===== config.mk =====
export PLATFORM = sky130hd
export DESIGN_NAME = pipe_redirect_arb
export DESIGN_NICKNAME = d
export VERILOG_FILES = /design/src/rtl/pipe_redirect_arb_pkg.sv /design/src/rtl/pipe_redirect_arb_prio_sel.sv /design/src/rtl/pipe_redirect_arb.sv
export SDC_FILE = /design/constraint.sdc
export NUM_CORES = 1
export LEC_CHECK = 0
export BUFFER_PORTS_ARGS = -buffer_cell sky130_fd_sc_hd__buf_2
export CAP_MARGIN = 20
export CORE_MARGIN = 2
export CORE_UTILIZATION = 47
export DETAILED_ROUTE_END_ITERATION = 6
export PLACE_DENSITY = 0.88
export SYNTH_ARGS = -nofsm -noshare
export SYNTH_HDL_FRONTEND = slang
export SYNTH_SLANG_ARGS = --single-unit

===== constraint.sdc =====
create_clock -name clk -period 5.1 [get_ports clk]
set_clock_uncertainty 0.15 [all_clocks]
set_input_delay 0.51 -clock clk [delete_from_list [all_inputs] [get_ports clk]]
set_output_delay 0.51 -clock clk [all_outputs]
set_load 0.03 [all_outputs]

===== src/rtl/pipe_redirect_arb_pkg.sv =====
// Shared types for the pipeline redirect/stall arbiter: FSM states, redirect source codes,
// and a helper that ranks redirect sources by priority.
package pipe_redirect_arb_pkg;

  typedef enum logic [1:0] {
    StRun   = 2'd0,
    StHold  = 2'd1,
    StIssue = 2'd2,
    StDrain = 2'd3
  } arb_state_e;

  typedef enum logic [1:0] {
    SrcNone = 2'd0,
    SrcJump = 2'd1,
    SrcTrap = 2'd2,
    SrcIrq  = 2'd3
  } redir_src_e;

  localparam int unsigned CntW = 4;

  // Higher value wins: trap > jump > irq > none.
  function automatic logic [1:0] src_rank(redir_src_e s);
    case (s)
      SrcTrap: src_rank = 2'd3;
      SrcJump: src_rank = 2'd2;
      SrcIrq:  src_rank = 2'd1;
      default: src_rank = 2'd0;
    endcase
  endfunction

endpackage


===== src/rtl/pipe_redirect_arb_prio_sel.sv =====
// Combinational 3-way redirect priority select (trap > jump > irq).
module pipe_redirect_arb_prio_sel
  import pipe_redirect_arb_pkg::*;
#(
  parameter int unsigned AddrW = 32
) (
  input  logic             jump_en,
  input  logic [AddrW-1:0] jump_addr,
  input  logic             trap_req,
  input  logic [AddrW-1:0] trap_addr,
  input  logic             irq_req,
  input  logic [AddrW-1:0] irq_addr,
  output logic             valid,
  output logic [AddrW-1:0] addr,
  output redir_src_e       src
);

  always_comb begin
    valid = 1'b0;
    addr  = '0;
    src   = SrcNone;
    if (trap_req) begin
      valid = 1'b1;
      addr  = trap_addr;
      src   = SrcTrap;
    end else if (jump_en) begin
      valid = 1'b1;
      addr  = jump_addr;
      src   = SrcJump;
    end else if (irq_req) begin
      valid = 1'b1;
      addr  = irq_addr;
      src   = SrcIrq;
    end
  end

endmodule


===== src/rtl/pipe_redirect_arb.sv =====
// Pipeline redirect/stall arbiter: picks one redirect, issues a registered PC redirect pulse,
// then drains with flushes. Interrupt path enabled by defining CTRL_IRQ_EN.
module pipe_redirect_arb
  import pipe_redirect_arb_pkg::*;
#(
  parameter int unsigned ADDR_W       = 32,
  parameter int unsigned DRAIN_CYCLES = 2
) (
  input  logic              clk,
  input  logic              rst_n,
  input  logic              jump_en_i,
  input  logic [ADDR_W-1:0] jump_addr_i,
  input  logic              trap_req_i,
  input  logic [ADDR_W-1:0] trap_addr_i,
  input  logic              irq_req_i,
  input  logic [ADDR_W-1:0] irq_addr_i,
  output logic              irq_ack_o,
  input  logic              hold_id_i,
  input  logic              hold_mem_i,
  output logic              redirect_en_o,
  output logic [ADDR_W-1:0] redirect_addr_o,
  output logic [1:0]        redirect_src_o,
  output logic              stall_pc_o,
  output logic              stall_if_id_o,
  output logic              stall_id_ex_o,
  output logic              flush_if_id_o,
  output logic              flush_id_ex_o
);

  localparam logic [CntW-1:0] DrainLoad = CntW'(DRAIN_CYCLES - 1);

  arb_state_e        state_q, state_d;
  logic [CntW-1:0]   cnt_q, cnt_d;
  logic              pend_valid_q, pend_valid_d;
  logic [ADDR_W-1:0] pend_addr_q, pend_addr_d;
  redir_src_e        pend_src_q, pend_src_d;

  logic              en_q, en_d;
  logic              ack_q, ack_d;
  logic [ADDR_W-1:0] addr_q, addr_d;
  redir_src_e        src_q, src_d;

  logic              irq_gated;
  logic              sel_valid;
  logic [ADDR_W-1:0] sel_addr;
  redir_src_e        sel_src;

`ifdef CTRL_IRQ_EN
  // Interrupts only at an instruction boundary: plain RUN, no hazard, no bus wait.
  assign irq_gated = irq_req_i & (state_q == StRun) & ~hold_id_i & ~hold_mem_i;
`else
  logic unused_irq;
  assign unused_irq = ^{irq_req_i, irq_addr_i};
  assign irq_gated  = 1'b0;
`endif

  pipe_redirect_arb_prio_sel #(
    .AddrW (ADDR_W)
  ) u_prio_sel (
    .jump_en   (jump_en_i),
    .jump_addr (jump_addr_i),
    .trap_req  (trap_req_i),
    .trap_addr (trap_addr_i),
    .irq_req   (irq_gated),
    .irq_addr  (irq_addr_i),
    .valid     (sel_valid),
    .addr      (sel_addr),
    .src       (sel_src)
  );

  always_comb begin
    state_d       = state_q;
    cnt_d         = cnt_q;
    pend_valid_d  = pend_valid_q;
    pend_addr_d   = pend_addr_q;
    pend_src_d    = pend_src_q;
    stall_pc_o    = 1'b0;
    stall_if_id_o = 1'b0;
    stall_id_ex_o = 1'b0;
    flush_if_id_o = 1'b0;
    flush_id_ex_o = 1'b0;

    case (state_q)
      StRun: begin
        if (sel_valid) begin
          pend_valid_d = 1'b1;
          pend_addr_d  = sel_addr;
          pend_src_d   = sel_src;
        end
        if (hold_mem_i) begin
          state_d = StHold;
        end else if (sel_valid) begin
          state_d = StIssue;
        end else if (hold_id_i) begin
          stall_pc_o    = 1'b1;
          stall_if_id_o = 1'b1;
          flush_id_ex_o = 1'b1;
        end
      end
      StHold: begin
        stall_pc_o    = 1'b1;
        stall_if_id_o = 1'b1;
        stall_id_ex_o = 1'b1;
        if (sel_valid && (!pend_valid_q || (src_rank(sel_src) > src_rank(pend_src_q)))) begin
          pend_valid_d = 1'b1;
          pend_addr_d  = sel_addr;
          pend_src_d   = sel_src;
        end
        if (!hold_mem_i) begin
          state_d = pend_valid_d ? StIssue : StRun;
        end
      end
      StIssue: begin
        flush_if_id_o = 1'b1;
        flush_id_ex_o = 1'b1;
        pend_valid_d  = 1'b0;
        cnt_d         = DrainLoad;
        state_d       = (DRAIN_CYCLES <= 1) ? StRun : StDrain;
      end
      StDrain: begin
        // Requests here come from squashed instructions and are dropped.
        flush_if_id_o = 1'b1;
        flush_id_ex_o = 1'b1;
        if (hold_mem_i) begin
          stall_pc_o    = 1'b1;
          stall_if_id_o = 1'b1;
          stall_id_ex_o = 1'b1;
        end else begin
          cnt_d = cnt_q - 1'b1;
          if (cnt_q <= 1) begin
            state_d = StRun;
          end
        end
      end
      default: state_d = StRun;
    endcase
  end

  // Redirect outputs are registered; the target holds between pulses.
  always_comb begin
    en_d   = 1'b0;
    ack_d  = 1'b0;
    addr_d = addr_q;
    src_d  = SrcNone;
    if (state_d == StIssue) begin
      en_d   = 1'b1;
      addr_d = pend_addr_d;
      src_d  = pend_src_d;
      ack_d  = (pend_src_d == SrcIrq);
    end
  end

  always_ff @(posedge clk or negedge rst_n) begin
    if (!rst_n) begin
      state_q      <= StRun;
      cnt_q        <= '0;
      pend_valid_q <= 1'b0;
      pend_addr_q  <= '0;
      pend_src_q   <= SrcNone;
      en_q         <= 1'b0;
      ack_q        <= 1'b0;
      addr_q       <= '0;
      src_q        <= SrcNone;
    end else begin
      state_q      <= state_d;
      cnt_q        <= cnt_d;
      pend_valid_q <= pend_valid_d;
      pend_addr_q  <= pend_addr_d;
      pend_src_q   <= pend_src_d;
      en_q         <= en_d;
      ack_q        <= ack_d;
      addr_q       <= addr_d;
      src_q        <= src_d;
    end
  end

  assign redirect_en_o   = en_q;
  assign redirect_addr_o = addr_q;
  assign redirect_src_o  = src_q;
  assign irq_ack_o       = ack_q;

endmodule


[Word-level counts from Yosys, hierarchy flattened]
Index checks and enable logic that the tools add are counted.
Operators by class
  add/sub/neg operators: 1
  multipliers: 0
  div/mod/pow operators: 0
  magnitude comparators: 2
  equality and inequality tests: 13
  shift-type cells: 0
  muxes and demuxes: 40
  bitwise logic cells: 0
  reduce and logical (&&, ||, !) cells: 9
Operator list (number)
  $mux W32: 4
  $pmux W32 S2: 1
  $mux W2: 12
  $eq A2 B2 Y1 const B: 8
  $mux W1: 13
  $pmux W2 S3: 2
  $pmux W2 S4: 1
  $pmux W4 S2: 1
  $eq A2 B1 Y1 const B: 3
  $pmux W1 S3: 2
  $le A4 B1 Y1 const B: 1
  $mux W4: 1
  $ne A2 B2 Y1 const B: 2
  $pmux W1 S2: 2
  $pmux W2 S2: 1
  $reduce_and A2 Y1: 2
  $sub A4 B1 Y4 const B: 1
  $reduce_bool A3 Y1: 1
  $gt A2 B2 Y1: 1
  $logic_not A2 Y1: 1
  $reduce_bool A2 Y1: 1
  $reduce_or A2 Y1: 1
  $logic_and A1 B1 Y1: 1
  $logic_not A1 Y1: 1
  $logic_or A1 B1 Y1: 1
Storage, ports and cells
  register bits: 77
  latch bits: 0
  bits in writable memories: 0
  memory bits (read-only): 0
  input bits: 103
  output and inout port bits: 41
  word-level logic and storage cells: 74
  memories: 0

[Longest topological paths before layout]
  word-level depth: 15
  depth in mapped cells: 12
  depth with buffers taken out: 10

[Hierarchy]
A second synthesis with hierarchy kept.
Unflattened totals
  cell total of the unflattened synthesis: 393
  area total of the unflattened synthesis: 4511.8 sq um
Modules (own cells, without submodules)
  pipe_redirect_arb: instances 1, cells each 242, area each 3324.4 sq um, sequential area each 1926.8 sq um
  pipe_redirect_arb_prio_sel: instances 1, cells each 151, area each 1187.4 sq um, sequential area each 0.0 sq um

[Worst setup path after synthesis]
OpenSTA, ideal clock, no wires.
  path type: input to register
  start point: input trap_req_i
  end point: register addr_q[17] (netlist: redirect_addr_o[17])
  library setup time: 128 ps
  data arrival time: 2668 ps
  data required time: 4822 ps
  slack: 2154 ps
  stages on the path: 11
  path buffers: 4
  cells stage by stage: buf_2 > buf_1 > inv_1 > ha_1 > nand2_1 > o21ai_2 > and2_1 > clkbuf_1 > clkbuf_1 > a311o_1 > mux2_1
Between the ends
  elaborated cells between the ends (all ways): 22
  those cells by class: order compare (1); eq/ne (4); mux (15); reduce/logical (2)
RTL lines
  start, declared: RTL line pipe_redirect_arb.sv:13  | input logic trap_req_i,
  $mux W2: RTL line pipe_redirect_arb_prio_sel.sv:22  | if (trap_req) begin
  $eq A2 B2 Y1 / $eq A2 B1 Y1 (equally long branches): RTL line pipe_redirect_arb_pkg.sv:23  | case (s)
  $pmux W2 S3: RTL line pipe_redirect_arb_pkg.sv:23
  $mux W2: RTL line pipe_redirect_arb.sv:83  | case (state_q)
  $gt A2 B2 Y1: RTL line pipe_redirect_arb.sv:104  | if (sel_valid && (!pend_valid_q || (src_rank(sel_src) > src_rank(pend_src_q)))) begin
  $logic_or A1 B1 Y1: RTL line pipe_redirect_arb.sv:104
  $logic_and A1 B1 Y1: RTL line pipe_redirect_arb.sv:104
  $mux W32: RTL line pipe_redirect_arb.sv:104
  $pmux W32 S2 *: RTL line pipe_redirect_arb.sv:83
  via pend_addr_d[17]: RTL line pipe_redirect_arb.sv:35  | logic [ADDR_W-1:0] pend_addr_q, pend_addr_d;
  end signal, assigned: RTL line pipe_redirect_arb.sv:172  | addr_q <= addr_d;
  end, declared: RTL line pipe_redirect_arb.sv:40  | logic [ADDR_W-1:0] addr_q, addr_d;
Mark *: on every way through the listed nets, which the timed path passes. The rest lies on a longest branch. The select of a mux whose other input is x is not followed.
A chain may end at the register's enable or synchronous reset.

[Final worst setup path]
  start point: register state_q[1]
  end point: output stall_if_id_o
Between the ends
  longest elaborated chain between the ends: 2
  elaborated cells between the ends (all ways): 4
  those cells by class: eq/ne (2); mux (1); reduce/logical (1)
RTL lines
  start, declared: RTL line pipe_redirect_arb.sv:32  | arb_state_e state_q, state_d;
  start signal, assigned: RTL line pipe_redirect_arb.sv:155  | state_q <= StRun;
  start signal, assigned: RTL line pipe_redirect_arb.sv:165  | state_q <= state_d;
  $eq A2 B2 Y1 (tied with other cells): RTL line pipe_redirect_arb.sv:83
  $pmux W1 S3 *: RTL line pipe_redirect_arb.sv:83
  end, declared: RTL line pipe_redirect_arb.sv:24  | output logic stall_if_id_o,
Mark *: on every way between the ends. The rest lies on a longest branch, timed or not.

==> summary.md <==
| Metric | Value |
|---|---|
| Crit Path Max Fanout | 41 |
| Post-CTS Repair Setup Buffers | 0 |
| Largest family of logic cells by synthesized area | compound AO/OA/AOI/OAI gates |
| Lkg Pwr | 0.00225 µW |
| Ports | 144 |
| Data arrival, critical path | 2.79 ns |
| DRC viols | 0 |
| Max-slew violation count | 0 |
| Vias in the first global route | 3,831 |
| Final Hold Vio Count | 0 |
| Core Util, Final | 57.2% |
| Worst R2R Start | state_q[1] |
| Post-Syn Nets | 507 |
| Core ar. | 8590 µm² |
| Critical Path Source Type | flip-flop |
| Avg WL per Cell | 17.8 µm |
| Worst vdd ir | 0.000419 V |
| Total Power | 3570 µW |
| NumNets Final | 596 |
| PD cells | 725 nW/µm² |
| Mux cell area share after synthesis | 9.04% |
| Initial antenna violation count | 0 |
| Post-Synth Simple-Gate Area | 6.76% |
| Hold_buf cts | 0 |
| Adder-Cell Fraction of Synth Area | 3.35% |
| Die X | 97.5 µm |
| Post-route insts no fill | 595 |
| Clock Root Buffer | clkbuf_8 |
| Rel. slew slack | 34.6% |
| Die ar. | 9510 µm² |
| Compound-gate portion of the synthesized area | 27.9% |
| Routability-driven placement congestion ratio | 0.863 |
| Clock power frac | 12.1% |
| Outcome | completed |
| Pre-CTS setup slack | 1.48 ns |
| Psw | 1710 µW |
| Internal reg-to-reg setup slack | 1.82 ns |
| Clock Latency Late Sink | 0.34 ns |
| Synth top cells by count | dfrtp_1, nand2_1, a211oi_1 |
| R2R cell count | 8 |
| TritonCTS clock tree | built |
| Layout cell share with drive strength beyond 1 | 34.5% |
| Worst path max stage delay | 0.77 ns |
| Worst Hold Class | input pin to async pin |
| H-tree Lvls | 3 |
| First-pass GRT wire length | 17,800 µm |
| Initial Util | 47.8% |
| Worst Setup End Kind | primary output |
| Synth area leaders | dfrtp_1, a311o_1, mux2_2 |
| Die H | 97.5 µm |
| Mapped cell area | 4110 µm² |
| Setup Viol. Count Final | 0 |
| Gate count of the mapped netlist | 393 |
| Clock buffer depth | 2 |
| Dpl cells | 577 |
| Period utilization | 67.6% |
| Worst EP required | 4.44 ns |
| Post-synth top area cell | dfrtp_1 |
| Synth cell types | 41 |
| Final setup margin | 1.65 ns |
| Diode count | 0 |
| # rows | 34 |
| Sequential power share | 29.7% |
| Ys async rst share | 100% |
| Period minus WS final | 3.45 ns |
| PostCTS Resize Cnt | 0 |
| Cell at the slowest stage of the critical path | ha_2 |
| Area occupied by multi-input gates | 1990 µm² |
| TritonCTS Sinks | 77 |
| Drt first pass iters | 5 |
| Comb power frac | 58.2% |
| Port Buffers | 110 |
| Fill count | 727 |
| CP cell instances | inv_1 > ha_2 > clkinv_1 > a31oi_1 > buf_2 |
| Hpwl dp | 6650 µm |
| Pin count of the biggest net entering global routing | 78 |
| Grt total ovfl | 0 |
| XOR/XNOR Fraction of Synth Area | 0.639% |
| Crit path buffers/inverters | 3 |
| Delay-heaviest family, CP | buffers and inverters |
| Avg Cell Area, Syn | 10.5 µm² |
| Drt via density | 6.14 |
| Clk slew on worst S/H paths | 0.08 ns |
| DR iter-0 viols | 267 |
| Top-area cell type share of the netlist area | 46.9% |
| GRT Util Overall | 22.7% |
| FF+latch count, synth | 77 |
| Synth Flop Type | dfrtp_1 |
| Vias | 3,653 |
| Fin Setup TNS | 0 ns |
| Remaining antenna violation count | 0 |
| Syn-to-layout area delta | 19.7% |
| RSZ-0062 raised after global routing | false |
| Maxcap violations | 0 |
| Most frequent cell after synthesis | dfrtp_1 |
| Ys Warns | 0 |
| Sequential-to-total area share from yosys stat | 46.9% |
| Sw frac | 48.0% |
| Num CTS Buffers | 9 |
| Max frequency | 0.290 GHz |
| Worst Tran Pin Value | 0.982 ns |
| Critical path type | flip-flop to primary output |
| Wirelength, routed | 10,600 µm |
| R2r endpoint | redirect_addr_o[0] |
| Pint | 1850 µW |
| Post-synth EDFFs | 0 |
| Area occupied by registers | 1930 µm² |
[flip-flops by register name, summed over array words and instances, names as in the netlist]
| signal | flops |
|---|---|
| cnt_q | 4 |
| state_q | 2 |
| redirect_src_o | 2 |
| pend_valid_q | 1 |
| irq_ack_o | 1 |
| redirect_en_o | 1 |
| pend_src_q | 2 |
| pend_addr_q | 32 |
| redirect_addr_o | 32 |
[cells by family after synthesis]
logic type,after synthesis
fa+ha+maj,11
buf+inv,53
xor+xnor,3
mux,33
flops,77
simple gates,64
compound gates,152
[worst register-to-register path: cells and delay by family, from the launching register on]
kind,cells,cell delay [ns]
adder cells (fa/ha/maj),1,0.77
AND/OR/NAND/NOR,1,0.07
AO/OA/AOI/OAI,3,1.00
flip-flops,1,0.42
multiplexers,1,0.37
buffers and inverters,2,0.37
[cells in the final DEF, fill, tap and decap left out, types with 2 or more instances in the layout]
master | netlist | routed
buf_2 | 6 | 109
nor2_1 | 11 | 11
a311o_1 | 33 | 33
ha_1 | 11 | 10
clkinv_4 | 0 | 2
a22o_1 | 3 | 3
o21ai_0 | 33 | 33
dfrtp_1 | 77 | 77
clkbuf_8 | 0 | 11
xor2_1 | 2 | 2
mux2_1 | 5 | 5
a21oi_1 | 2 | 2
a211oi_1 | 34 | 34
nor2b_1 | 4 | 3
inv_1 | 13 | 13
nand2_1 | 40 | 40
mux2_2 | 28 | 28
buf_4 | 4 | 6
a31oi_1 | 3 | 3
nor3b_1 | 2 | 2
clkinv_2 | 0 | 2
a22oi_1 | 33 | 33
[layout make-up]
| cell class | count | share of cell area (%) |
|---|---|---|
| Multi-Input combinational cell | 263 | 40.5 |
| Sequential cell | 77 | 39.2 |
| Timing Repair Buffer | 117 | 12.7 |
| Clock buffer | 11 | 3.08 |
| Tap cell | 108 | 2.75 |
| Inverter | 14 | 1.07 |
| Clock inverter | 5 | 0.712 |
[how the worst max path moves through the flow]
stage                from                  end  cells after the start  slack, ns
2_1_floorplan  trap_req_i  redirect_addr_o[17]                     11       2.15
3_3_place_gp   state_q[1]  redirect_addr_o[11]                      7       1.64
3_5_place_dp   state_q[1]   redirect_addr_o[4]                      7       1.48
4_1_cts        state_q[1]   redirect_addr_o[1]                      7       1.47
5_1_grt        state_q[1]        stall_if_id_o                      5       1.44
6_report       state_q[1]        stall_if_id_o                      5       1.65
[routing by layer]
| metal | global-route usage (%) | up-vias | routed length, µm |
|---|---|---|---|
| met5 | 0 | - | 0 |
| met4 | 11.4 | 0 | 267 |
| met3 | 4.10 | 24 | 777 |
| met2 | 37.3 | 175 | 5240 |
| met1 | 28.9 | 1777 | 4330 |
| li1 | - | 1677 | - |
[power by group through the flow]
stage | combinational, µW | clock [µW] | sequential (µW)
after detailed placement | 2020 | 0 | 1060
after global routing | 2240 | 466 | 1090
after global placement | 1950 | 0 | 1040
after CTS | 2030 | 435 | 1050
after floorplan | 1260 | 0 | 1300
final | 2070 | 431 | 1060
[stage by stage]
step                area, µm²  hold slack [ns]
floorplan                4110           0.0644
global placement         4700            0.318
detailed placement       4700            0.327
CTS                      4880            0.212
global route             4920            0.262
finish                   4920            0.166
Note: power is estimated with default switching activity, not from simulation.
